**src/rtl/pipe_ctrl_pkg.sv**
```systemverilog
// Shared types and defaults for the pipeline hazard controller.
package pipe_ctrl_pkg;

  localparam int unsigned DEF_REG_ADDR_W = 3;

  typedef enum logic [1:0] {
    RUN      = 2'd0,
    MEM_WAIT = 2'd1,
    ERROR    = 2'd2
  } ctrl_state_t;

endpackage

```
**src/rtl/pipeline_hazard_ctrl_sat_counter.sv**
```systemverilog
// Saturating up-counter with asynchronous active-low clear.
module sat_counter #(
  parameter int unsigned W = 16
) (
  input  logic         clk,
  input  logic         clr_n,
  input  logic         inc,
  output logic [W-1:0] q
);

  always_ff @(posedge clk or negedge clr_n) begin
    if (!clr_n) begin
      q <= '0;
    end else if (inc && (q != {W{1'b1}})) begin
      q <= q + W'(1);
    end
  end

endmodule

```
**src/rtl/pipeline_hazard_ctrl.sv**
```systemverilog
// Pipeline register sequencing: load-use stalls, branch flushes, data-memory wait freeze
// with timeout, plus saturating stall/flush counters for performance debug.
module pipeline_hazard_ctrl
  import pipe_ctrl_pkg::*;
#(
  parameter int unsigned REG_ADDR_W  = DEF_REG_ADDR_W,
  parameter bit          ZERO_REG_HW = 1'b1,
  parameter int unsigned MEM_TIMEOUT = 15,
  parameter int unsigned CNT_W       = 16
) (
  input  logic                  clk,
  input  logic                  rst,
  input  logic [REG_ADDR_W-1:0] id_rs1,
  input  logic [REG_ADDR_W-1:0] id_rs2,
  input  logic                  id_use_rs1,
  input  logic                  id_use_rs2,
  input  logic [REG_ADDR_W-1:0] ex_rd,
  input  logic                  ex_mem_read,
  input  logic                  ex_rf_wr_en,
  input  logic                  ex_br_taken,
  input  logic                  mem_req,
  input  logic                  mem_ready,
  output logic                  pc_en,
  output logic                  if_id_en,
  output logic                  if_id_flush,
  output logic                  id_ex_en,
  output logic                  id_ex_bubble,
  output logic                  ex_mem_en,
  output logic                  mem_wb_bubble,
  output logic                  mem_error,
  output logic [CNT_W-1:0]      stall_cnt,
  output logic [CNT_W-1:0]      flush_cnt
);

  localparam int unsigned WAIT_W = $clog2(MEM_TIMEOUT + 1);

  ctrl_state_t       r_state;
  ctrl_state_t       w_next_state;
  logic [WAIT_W-1:0] r_wait_cnt;
  logic [WAIT_W-1:0] w_next_wait;
  logic              r_mem_error;
  logic              w_next_err;

  logic w_rs1_match;
  logic w_rs2_match;
  logic w_rd_valid;
  logic w_lu_hazard;
  logic w_freeze;
  logic w_apply;
  logic w_err_out;
  logic w_branch;
  logic w_lu_stall;

  // A write to hardwired r0 is never a real producer.
  assign w_rs1_match = id_use_rs1 && (id_rs1 == ex_rd);
  assign w_rs2_match = id_use_rs2 && (id_rs2 == ex_rd);
  assign w_rd_valid  = !(ZERO_REG_HW && (ex_rd == '0));
  assign w_lu_hazard = ex_mem_read && ex_rf_wr_en && w_rd_valid && (w_rs1_match || w_rs2_match);

  always_comb begin
    w_next_state = r_state;
    w_next_wait  = r_wait_cnt;
    w_next_err   = r_mem_error;
    w_freeze     = 1'b0;
    w_apply      = 1'b0;
    w_err_out    = 1'b0;
    case (r_state)
      RUN: begin
        if (mem_req && !mem_ready) begin
          w_freeze     = 1'b1;
          w_next_state = MEM_WAIT;
          w_next_wait  = WAIT_W'(1);
        end else begin
          w_apply = 1'b1;
        end
      end
      MEM_WAIT: begin
        if (!mem_ready) begin
          w_freeze = 1'b1;
          if (r_wait_cnt == WAIT_W'(MEM_TIMEOUT)) begin
            w_next_state = ERROR;
            w_next_err   = 1'b1;
          end else begin
            w_next_wait = r_wait_cnt + WAIT_W'(1);
          end
        end else begin
          // Release cycle: the memory request is not re-evaluated here.
          w_apply      = 1'b1;
          w_next_state = RUN;
          w_next_wait  = '0;
        end
      end
      default: begin
        w_err_out    = 1'b1;
        w_next_state = ERROR;
      end
    endcase
  end

  // A taken branch squashes the ID instruction, so its hazard is moot.
  assign w_branch   = w_apply && ex_br_taken;
  assign w_lu_stall = w_apply && !ex_br_taken && w_lu_hazard;

  always_comb begin
    pc_en         = 1'b1;
    if_id_en      = 1'b1;
    if_id_flush   = 1'b0;
    id_ex_en      = 1'b1;
    id_ex_bubble  = 1'b0;
    ex_mem_en     = 1'b1;
    mem_wb_bubble = 1'b0;
    if (!rst || w_err_out) begin
      pc_en         = 1'b0;
      if_id_en      = 1'b0;
      if_id_flush   = 1'b1;
      id_ex_en      = 1'b0;
      id_ex_bubble  = 1'b1;
      ex_mem_en     = 1'b0;
      mem_wb_bubble = 1'b1;
    end else if (w_freeze) begin
      pc_en         = 1'b0;
      if_id_en      = 1'b0;
      id_ex_en      = 1'b0;
      ex_mem_en     = 1'b0;
      mem_wb_bubble = 1'b1;
    end else if (w_branch) begin
      if_id_flush  = 1'b1;
      id_ex_bubble = 1'b1;
    end else if (w_lu_stall) begin
      pc_en        = 1'b0;
      if_id_en     = 1'b0;
      id_ex_bubble = 1'b1;
    end
  end

  always_ff @(posedge clk or negedge rst) begin
    if (!rst) begin
      r_state     <= RUN;
      r_wait_cnt  <= '0;
      r_mem_error <= 1'b0;
    end else begin
      r_state     <= w_next_state;
      r_wait_cnt  <= w_next_wait;
      r_mem_error <= w_next_err;
    end
  end

  assign mem_error = r_mem_error;

  sat_counter #(.W(CNT_W)) u_stall_cnt (
    .clk   (clk),
    .clr_n (rst),
    .inc   (!pc_en),
    .q     (stall_cnt)
  );

  sat_counter #(.W(CNT_W)) u_flush_cnt (
    .clk   (clk),
    .clr_n (rst),
    .inc   (w_branch),
    .q     (flush_cnt)
  );

endmodule

```
**config.mk**
```make
export PLATFORM = sky130hd
export DESIGN_NAME = pipeline_hazard_ctrl
export DESIGN_NICKNAME = d
export VERILOG_FILES = /design/src/rtl/pipe_ctrl_pkg.sv /design/src/rtl/pipeline_hazard_ctrl_sat_counter.sv /design/src/rtl/pipeline_hazard_ctrl.sv
export SDC_FILE = /design/constraint.sdc
export NUM_CORES = 1
export LEC_CHECK = 0
export ABC_AREA = 1
export CORE_MARGIN = 3
export CORE_UTILIZATION = 35
export DETAILED_ROUTE_END_ITERATION = 16
export REMOVE_ABC_BUFFERS = 1
export SLEW_MARGIN = 15
export SYNTH_ARGS = -nofsm -noshare
export SYNTH_HDL_FRONTEND = slang
export SYNTH_SLANG_ARGS = --single-unit
```
**constraint.sdc**
```tcl
create_clock -name clk -period 2.2 [get_ports clk]
set_clock_uncertainty 0.1 [all_clocks]
set_input_delay 0.55 -clock clk [delete_from_list [all_inputs] [get_ports clk]]
set_output_delay 0.55 -clock clk [all_outputs]
set_load 0.005 [all_outputs]
```
Word-level counts from Yosys, hierarchy flattened
Cells that the tools add are included.

Register bits: 39. Bits in latches: 0. Bits in writable memories: 0. ROM bits: 0. Output and inout bits: 40. Memories: 0.

$add $sub $neg: 3. Multiply operators: 0. Divide/modulo/power cells: 0. Magnitude comparators: 0. Equality and inequality tests: 9. Shifts and indexed selects: 0. Mux-type cells: 30. Bitwise logic cells: 1. Reductions and logical operators: 25.

Operators by type and width (number): 16-bit by 1-bit adder with 16-bit output, second input constant (2); 16-bit inequality test, second input constant (2); 1-bit 2-to-1 mux (20); 4-bit 2-to-1 mux (3); 1-bit logical AND (11); 4-bit case mux with 2 select lines (1); 3-bit == test (2); 2-bit 2-to-1 mux (3); 3-bit inequality test, second input constant (2); 3-bit AND reduction (2); 1-bit zero test (5); 4-bit by 1-bit adder with 4-bit output, second input constant (1); 4-bit == test, second input constant (1); 1-bit case mux with 2 select lines (2); 2-bit case mux with 2 select lines (1); 3-bit zero test (1); 2-bit by 1-bit == test with 1-bit output, second input constant (1); 2-bit zero test (1); 1-bit logical OR (2); 2-bit inequality test, second input constant (1); 2-bit AND reduction (1); 2-bit nonzero test (1); 2-bit OR reduction (1); 1-bit inverter (1).

Longest topological paths before layout
Word-level depth: 12. Mapped depth: 12. Depth with buffers taken out: 11.

Cells and area by module
Synthesis repeated with hierarchy kept, for this count alone.

Cells, all modules: 397. Area total of the unflattened synthesis: 2710.1 um2.

Modules (own cells, without submodules): sat_counter (times used 2, cells an instance 149, area an instance 1058.5 um2, sequential area each 400.4 um2); pipeline_hazard_ctrl (times used 1, cells an instance 99, area an instance 593.1 um2, sequential area each 175.2 um2).

Least setup slack after synthesis
Ideal clock, no wire load.

Path kind: in2out. Start: in mem_ready. End: out pc_en. Arrival time: 1.527 ns. Slack: 0.023 ns. Stages: 8. Path buffers: 2. Path through: inv_1 -> nand2_1 -> nand2_1 -> nor2_1 -> nand2_2 -> buf_2 -> inv_1 -> buf_4.

Word-level cells in the longest chain between the ends: 10. Elaborated cells on any way between the ends: 15.

RTL lines: from (decl) (RTL line pipeline_hazard_ctrl.sv:22) `input logic mem_ready,`; 1-bit zero test; 1-bit logical AND (RTL line pipeline_hazard_ctrl.sv:69) `if (mem_req && !mem_ready) begin`; 1-bit 2-to-1 mux (RTL line pipeline_hazard_ctrl.sv:69); 1-bit case mux with 2 select lines (RTL line pipeline_hazard_ctrl.sv:67) `case (r_state)`; 1-bit logical AND (2 in series) (RTL line pipeline_hazard_ctrl.sv:102) `assign w_lu_stall = w_apply && !ex_br_taken && w_lu_hazard;`; 1-bit 2-to-1 mux (2 in series); 1-bit 2-to-1 mux * (2 in series); to (decl) (RTL line pipeline_hazard_ctrl.sv:23) `output logic pc_en,`.

Mark *: on every way between the ends. The rest lies on a longest branch, timed or not.

Worst setup path after layout
Start: reg r_state[0]. End: out id_ex_bubble.

Word-level cells in the longest chain between the ends: 8. Elaborated cells on any way between the ends: 14.

RTL lines: from (decl) (RTL line pipeline_hazard_ctrl.sv:37) `ctrl_state_t r_state;`; from (signal assigned) (RTL line pipeline_hazard_ctrl.sv:142) `r_state <= w_next_state;`; 2-bit by 1-bit == test with 1-bit output or 2-bit zero test (tied branches) (RTL line pipeline_hazard_ctrl.sv:67); 1-bit case mux with 2 select lines (RTL line pipeline_hazard_ctrl.sv:67); 1-bit logical AND (2 in series) (RTL line pipeline_hazard_ctrl.sv:102); 1-bit 2-to-1 mux (RTL line pipeline_hazard_ctrl.sv:129) `end else if (w_lu_stall) begin`; 1-bit 2-to-1 mux (RTL line pipeline_hazard_ctrl.sv:126) `end else if (w_branch) begin`; 1-bit 2-to-1 mux (RTL line pipeline_hazard_ctrl.sv:120) `end else if (w_freeze) begin`; 1-bit 2-to-1 mux * (RTL line pipeline_hazard_ctrl.sv:112) `if (!rst || w_err_out) begin`; to (decl) (RTL line pipeline_hazard_ctrl.sv:27) `output logic id_ex_bubble,`.

Marks and branches as above.

==> impl_metrics.yaml <==
yosys:
  synth_top_area_cell: "dfrtp_1"
  muxShareOfSynthArea: 0
  synth-compound-area-share: 0.0310
  syn-mean-instance-area_sq_um: 6.83
  synth_xor_area_frac: 0.0687
  ys_ff_latch: 39
  synth_top_family_by_area: "simple AND/OR/NAND/NOR gates"
  yosys.area_share.adder: 0.0155
  synth_top_area_share: 0.403
  syn_inst: 355
  synth_area_sq_um: 2420
  synthDistinctLibCells: 21
  synth_warnings: 0
  synthSimpleGateAreaFrac: 0.395
  ys_seq_area_frac: 0.403
  yosys-top-cells-area: "dfrtp_1 40%, nand2_1 21%, nand3_1 7.0%, inv_1 6.7%, nor2_1 5.6%"
clock_tree:
  cts.clk_slew.worst_paths_ns: 0.07
  clk_path_buf_depth: 2
  tritoncts: "done"
  insertion_delay_ns: 0.29
  root_buffer: "clkbuf_8"
  numCtsBuffers: 5
  cts.htree.levels: 2
  clock-sinks: 39
global_routing:
  grt_use_total: 0.161
  top_usage_layer: "met2"
  grtUsageMet1: 0.210
  grt_max_degree: 40
  grt_pass1_wl_um: 10000
  grt_pass1_vias: 2237
  grt_overflow: 0
  gr-usage-met2: 0.264
  antenna_found_initial: 0
  grtUsageMet3: 0.0369
final_layout:
  drive_above_1_share: 0.139
  antenna-diode-count: 0
  area_growth_syn_to_layout_pct: 37.8
  layout.cells.most_common: "nand2_1"
  n_fill_cell: 625
  fin_util: 0.511
  multiInputGateArea_sq_um: 1300
  fin_nets: 451
  final_cells: 508
  final_cell_mix: "129 x nand2_1, 38 x dfrtp_1, 37 x inv_1"
  regArea_sq_um: 977
sta:
  tightest_slew_ns: 0.587
  hold_violations: 0
  min_period_over_period: 0.982
  rsz0062_at_grt: "true"
  tns_ns: 0
  finalSetupViolations: 0
  final.min_clock_period_ns: 2.16
  fmax_mhz: 463
  slew_viol_final: 0
  relSlewSlack: 0.606
  hold_ws_ns: 0.251
floorplanning:
  die_height_um: 89.2
  row_count: 29
  initial_core_util: 0.371
  fp.coreArea_sq_um: 6530
  die-area_sq_um: 7960
  die_width_um: 89.2
  ios: 58
setup_path:
  critical_path_required_ns: 1.55
  crit_path_max_fanout: 3
  worst_path_max_delay_cell: "dfrtp_1"
  cpPeakStageDelay_ns: 0.41
  crit_path_frequent_cell: "nand2_2"
  cp-end-kind: "output port"
  cp.buffers_inverters: 4
  path_delay_family: "simple AND/OR/NAND/NOR gates"
  cp_cell_sequence: "inv_2, nor2_4, nand2_2, nand2_2, inv_2, nor2_4, nand2_2, buf_6, nand3_2, buf_2"
  start_kind: "register"
  critPathKind: "reg2out"
  arrival_ns: 1.51
detailed_routing:
  avgRoutedWirePerCell_um: 11.6
  ant_nets: 0
  vias: 2369
  post_drt_via_cell_ratio: 4.66
  wl_um: 5880
  first_iter_violations: 85
  drc: 0
  first_pass_iters: 4
power_and_ir_drop:
  power.density_nw_per_um2: 418
  power.leakage_uw: 0.00166
  ir_drop_v: 0.000205
  p_total_uw: 1400
min_path:
  hold_path_class: "in2async"
placed_design:
  port_buffers: 57
  hpwl_um: 4450
  gp_congestion: 0.792
  dp_cells: 497
flow_run:
  maxCapViolations: 0
outcome:
  outcome: "finished, final reports clean"
==> worst reg2reg max path, stage by stage (launching register included) <==
cell	delay, ns
dfrtp_1	0.46
ha_1	0.26
nand3_1	0.15
nor3_1	0.29
nand3_1	0.13
nand2_1	0.12
buf_4	0.19
nor2_1	0.06
nand2_1	0.06
nand2_1	0.05
==> area by class of cell <==
cell class	instances	share of cell area
Timing Repair Buffer	75	0.206
Tap cell	77	0.0288
Inverter	44	0.0495
Sequential cell	39	0.293
Multi-Input combinational cell	265	0.388
Clock inverter	2	0.0105
Clock buffer	6	0.0247
==> sequential cells by signal, summed over array words and instances, names as in the netlist <==
signal,flops
u_stall_cnt.q,16
mem_error,1
r_wait_cnt,4
u_flush_cnt.q,16
r_state,2
==> cells in the mapped netlist, drive strengths merged <==
| cell type | number |
|---|---|
| a21oi | 2 |
| buf | 7 |
| dfrtp | 39 |
| ha | 3 |
| inv | 44 |
| nand2 | 141 |
| nand3 | 34 |
| nand3b | 2 |
| nand4 | 2 |
| nor2 | 37 |
| nor3 | 12 |
| o21ai | 13 |
| xnor2 | 6 |
| xor2 | 13 |
==> power breakdown <==
part / internal, uW / switching, uW / total, uW
registers: 716 / 0 / 716
logic: 27.0 / 36.8 / 63.8
clock network: 367 / 249 / 616
==> per-stage QoR <==
stage / worst slack [ns] / instance area (sq um)
6_report: 0.0392 / 3340
4_1_cts: -0.0185 / 3290
2_1_floorplan: 0.150 / 2380
3_3_place_gp: -0.562 / 3150
3_5_place_dp: -0.571 / 3150
5_1_grt: -0.0514 / 3340
==> cells by family (layout without fill, tap and decap cells) <==
group / count (synthesis) / in the layout
AO/OA/AOI/OAI: 15 / 15
XOR/XNOR: 19 / 19
adder cells (fa/ha/maj): 3 / 3
buffers and inverters: 51 / 127
flip-flops: 39 / 39
AND/OR/NAND/NOR: 228 / 228
==> final timing paths <==
check,start,endpoint,slack [ns],depth (start not counted)
setup / recovery,r_state[0]$_DFFE_PN0P_,id_ex_bubble,0.04,10
hold / removal,rst,u_flush_cnt.q[12]$_DFFE_PN0P_,0.25,2
setup reg to reg,u_flush_cnt.q[0]$_DFFE_PN0P_,u_flush_cnt.q[3]$_DFFE_PN0P_,0.24,9
hold reg to reg,mem_error$_DFFE_PN0P_,mem_error$_DFFE_PN0P_,0.37,2
max in group asynchronous,rst,r_state[1]$_DFFE_PN0P_,1.37,2
min in group clk,mem_error$_DFFE_PN0P_,mem_error$_DFFE_PN0P_,0.37,2
==> layer usage <==
layer	part of all wire	vias up
met1	0.49	1072
met3	0.035	6
met4	0.0095	0
li1	-	1248
met5	0	-
met2	0.47	43
==> timing repair <==
item,CTS,global route
hold buffers,0,0
gates resized for setup,45,23
endpoints found under the setup margin,7,7
pin swaps,16,11
setup buffers,3,1
Note: power is estimated with default switching activity, not from simulation.
==> edit, RTL diff (same flow settings) <==
The parameter `ZERO_REG_HW` goes from 1'b1 to 1'b0.
--- a/src/rtl/pipeline_hazard_ctrl.sv
+++ b/src/rtl/pipeline_hazard_ctrl.sv
@@ -6,3 +6,3 @@
   parameter int unsigned REG_ADDR_W  = DEF_REG_ADDR_W,
-  parameter bit          ZERO_REG_HW = 1'b1,
+  parameter bit          ZERO_REG_HW = 1'b0,
   parameter int unsigned MEM_TIMEOUT = 15,
Formal check against the unedited RTL: not equivalent (a bounded check fails within 4 cycles, from zero or initial values and one cycle with rst low).
==> edit against the original RTL <==
  * Synthesized area is 1.3% higher
  * Cell area down 0.22%
  * Sequential cell count unchanged
  * Die area grew 1.2%
  * Largest power group unchanged
  * Power rose by 0.31%
  * Fmax grew 2.5%
  * Cell count up 1.2%
  * Wire length rose by 1.8%
  * Setup slack improved by 0.053 ns
  * Via count down 0.72%
  * Utilization is 0.40 points lower
  * First-iteration DRC count grew 7.1%
==> edit: results (changes against the original RTL) <==
- The flow ran to the end, and the final reports show no timing, DRC or antenna violations.
- The largest fanout of any net on the critical path is 5 (+2).
- The number of global-route vias before repair came to 2399 (+7.2%).
- The sequential element share of the synthesized area is 39.7% (-0.53 points).
- The final RePlAce weighted congestion is 0.818 (+3.2%).
- The total routing resource utilization after global routing was 15.7% (-0.38 points).
- The largest stage delay on the critical path is 0.40 ns.
- The worst supply voltage drop on vdd was 0.000344 V (+67%).
- The routed via count divided by cell count is 4.58 (-1.9%).
- After synthesis, the most frequently instantiated cells are 127 x nand2_1, 39 x dfrtp_1, 36 x nand3_1.
- The first-pass GRT wire length came to 10700 um (+6.8%).
- The number of DRC markers in iteration 0 is 91 (+7.1%).
- The worst-case reg-to-reg path depth was 13 (+4).
- Clock-pin slew was measured on the worst setup and hold paths at 0.08 ns.
- The number of library cell types mapped by synthesis is 24 (+14%).
- The fraction of final layout cells with drive strength greater than 1 was 14.5% (+0.57 points).
- The slew of the pin with the lowest slew margin came to 0.501 ns (-0.0858 ns).
- In the post-synthesis netlist, the biggest area contributors are dfrtp_1 40%, nand2_1 19%, nand3_1 7.3%.
- The total routed wirelength is 5990 um (+1.8%).
- The detailed-placement wirelength estimate came to 4490 um (+0.88%).
- The data arrival time of the critical path is 1.46 ns (-0.05 ns).
- The post-placement setup slack came to -0.568 ns (+0.00285 ns).
- The level count of the clock H-tree is 2 (unchanged).
- The number of buffers on the longest clock path is 2 (unchanged).
- The leakage power of the design is 0.00166 uW (+0.13%).
[edit: cell types whose count changed in the layout (fill, tap and decap cells not counted), moves of 3 or more]
cell,change
o21ai_2,+3
nand2_2,-6
inv_1,-6
xor2_1,+3
buf_6,-4
o21ai_0,-4
nand2_1,-5
clkdlybuf4s15_1,-3
nor2_2,+4
[edit: power breakdown]
group          total (uW)  internal [uW]  leakage (uW)  switching (uW)
Combinational        61.6           25.7       0.00112            35.9
Clock                 622            367     0.0000612             255
Sequential            716            716      0.000478               0
[edit: area by class of cell]
cell class | instances | area (um2)
sequential | 39 | 976
clock buffer | 6 | 82.6
fill | 659 | 3240
tap | 93 | 116
multi-input combinational | 263 | 1320
clock inverter | 2 | 35.0
inverter | 36 | 135
timing repair buffer | 75 | 672
[edit: per-layer routing]
metal / routed length (um) / track usage [%] / vias to the layer above
met5: 0 / 0 / -
met4: 82 / 5.36 / 0
met3: 200 / 2.92 / 6
met2: 2930 / 27.7 / 47
met1: 2780 / 19.3 / 1068
li1: - / - / 1231
[edit: final timing paths]
check / startpoint / to / slack (ns)
setup / recovery: r_state[1] / ex_mem_en / 0.09
hold / removal: rst / u_stall_cnt.q[15] / 0.25
setup reg to reg: r_state[0] / u_flush_cnt.q[10] / 0.34
hold reg to reg: mem_error / mem_error / 0.36
max in group asynchronous: rst / u_flush_cnt.q[13] / 1.39
min in group clk: mem_error / mem_error / 0.36
[edit: worst register-to-register path, cell delays in order, from the launching register on]
cell	delay, ns
dfrtp_1	0.38
inv_2	0.08
nor2_2	0.05
nand2_1	0.11
nand2_2	0.08
buf_4	0.13
buf_4	0.12
buf_4	0.12
buf_4	0.12
nand3_2	0.13
inv_2	0.06
buf_12	0.14
nand2_1	0.08
o21ai_2	0.05
[edit: per-stage QoR]
step | cell area, um2 | power (uW) | cells | setup TNS (ns)
after global placement | 3190 | 800 | 501 | -5.88
after global routing | 3330 | 1460 | 514 | -0.0140
final | 3330 | 1400 | 514 | 0
after CTS | 3320 | 1420 | 514 | 0
after detailed placement | 3190 | 801 | 501 | -6.49
after floorplan | 2390 | 747 | 338 | 0
[edit: logic make-up after synthesis]
family,after synthesis,share of synthesized area (%)
fa+ha+maj,3,1.53
simple gates,220,38.5
xor+xnor,24,8.56
buf+inv,43,8.00
compound gates,16,3.72
flops,39,39.7
[edit: what timing repair did]
item | 4_1_cts | 5_1_grt
pin swaps | 16 | 11
buffers inserted | 5 | 0
setup endpoints to repair | 7 | 7
gates resized for setup | 37 | 17
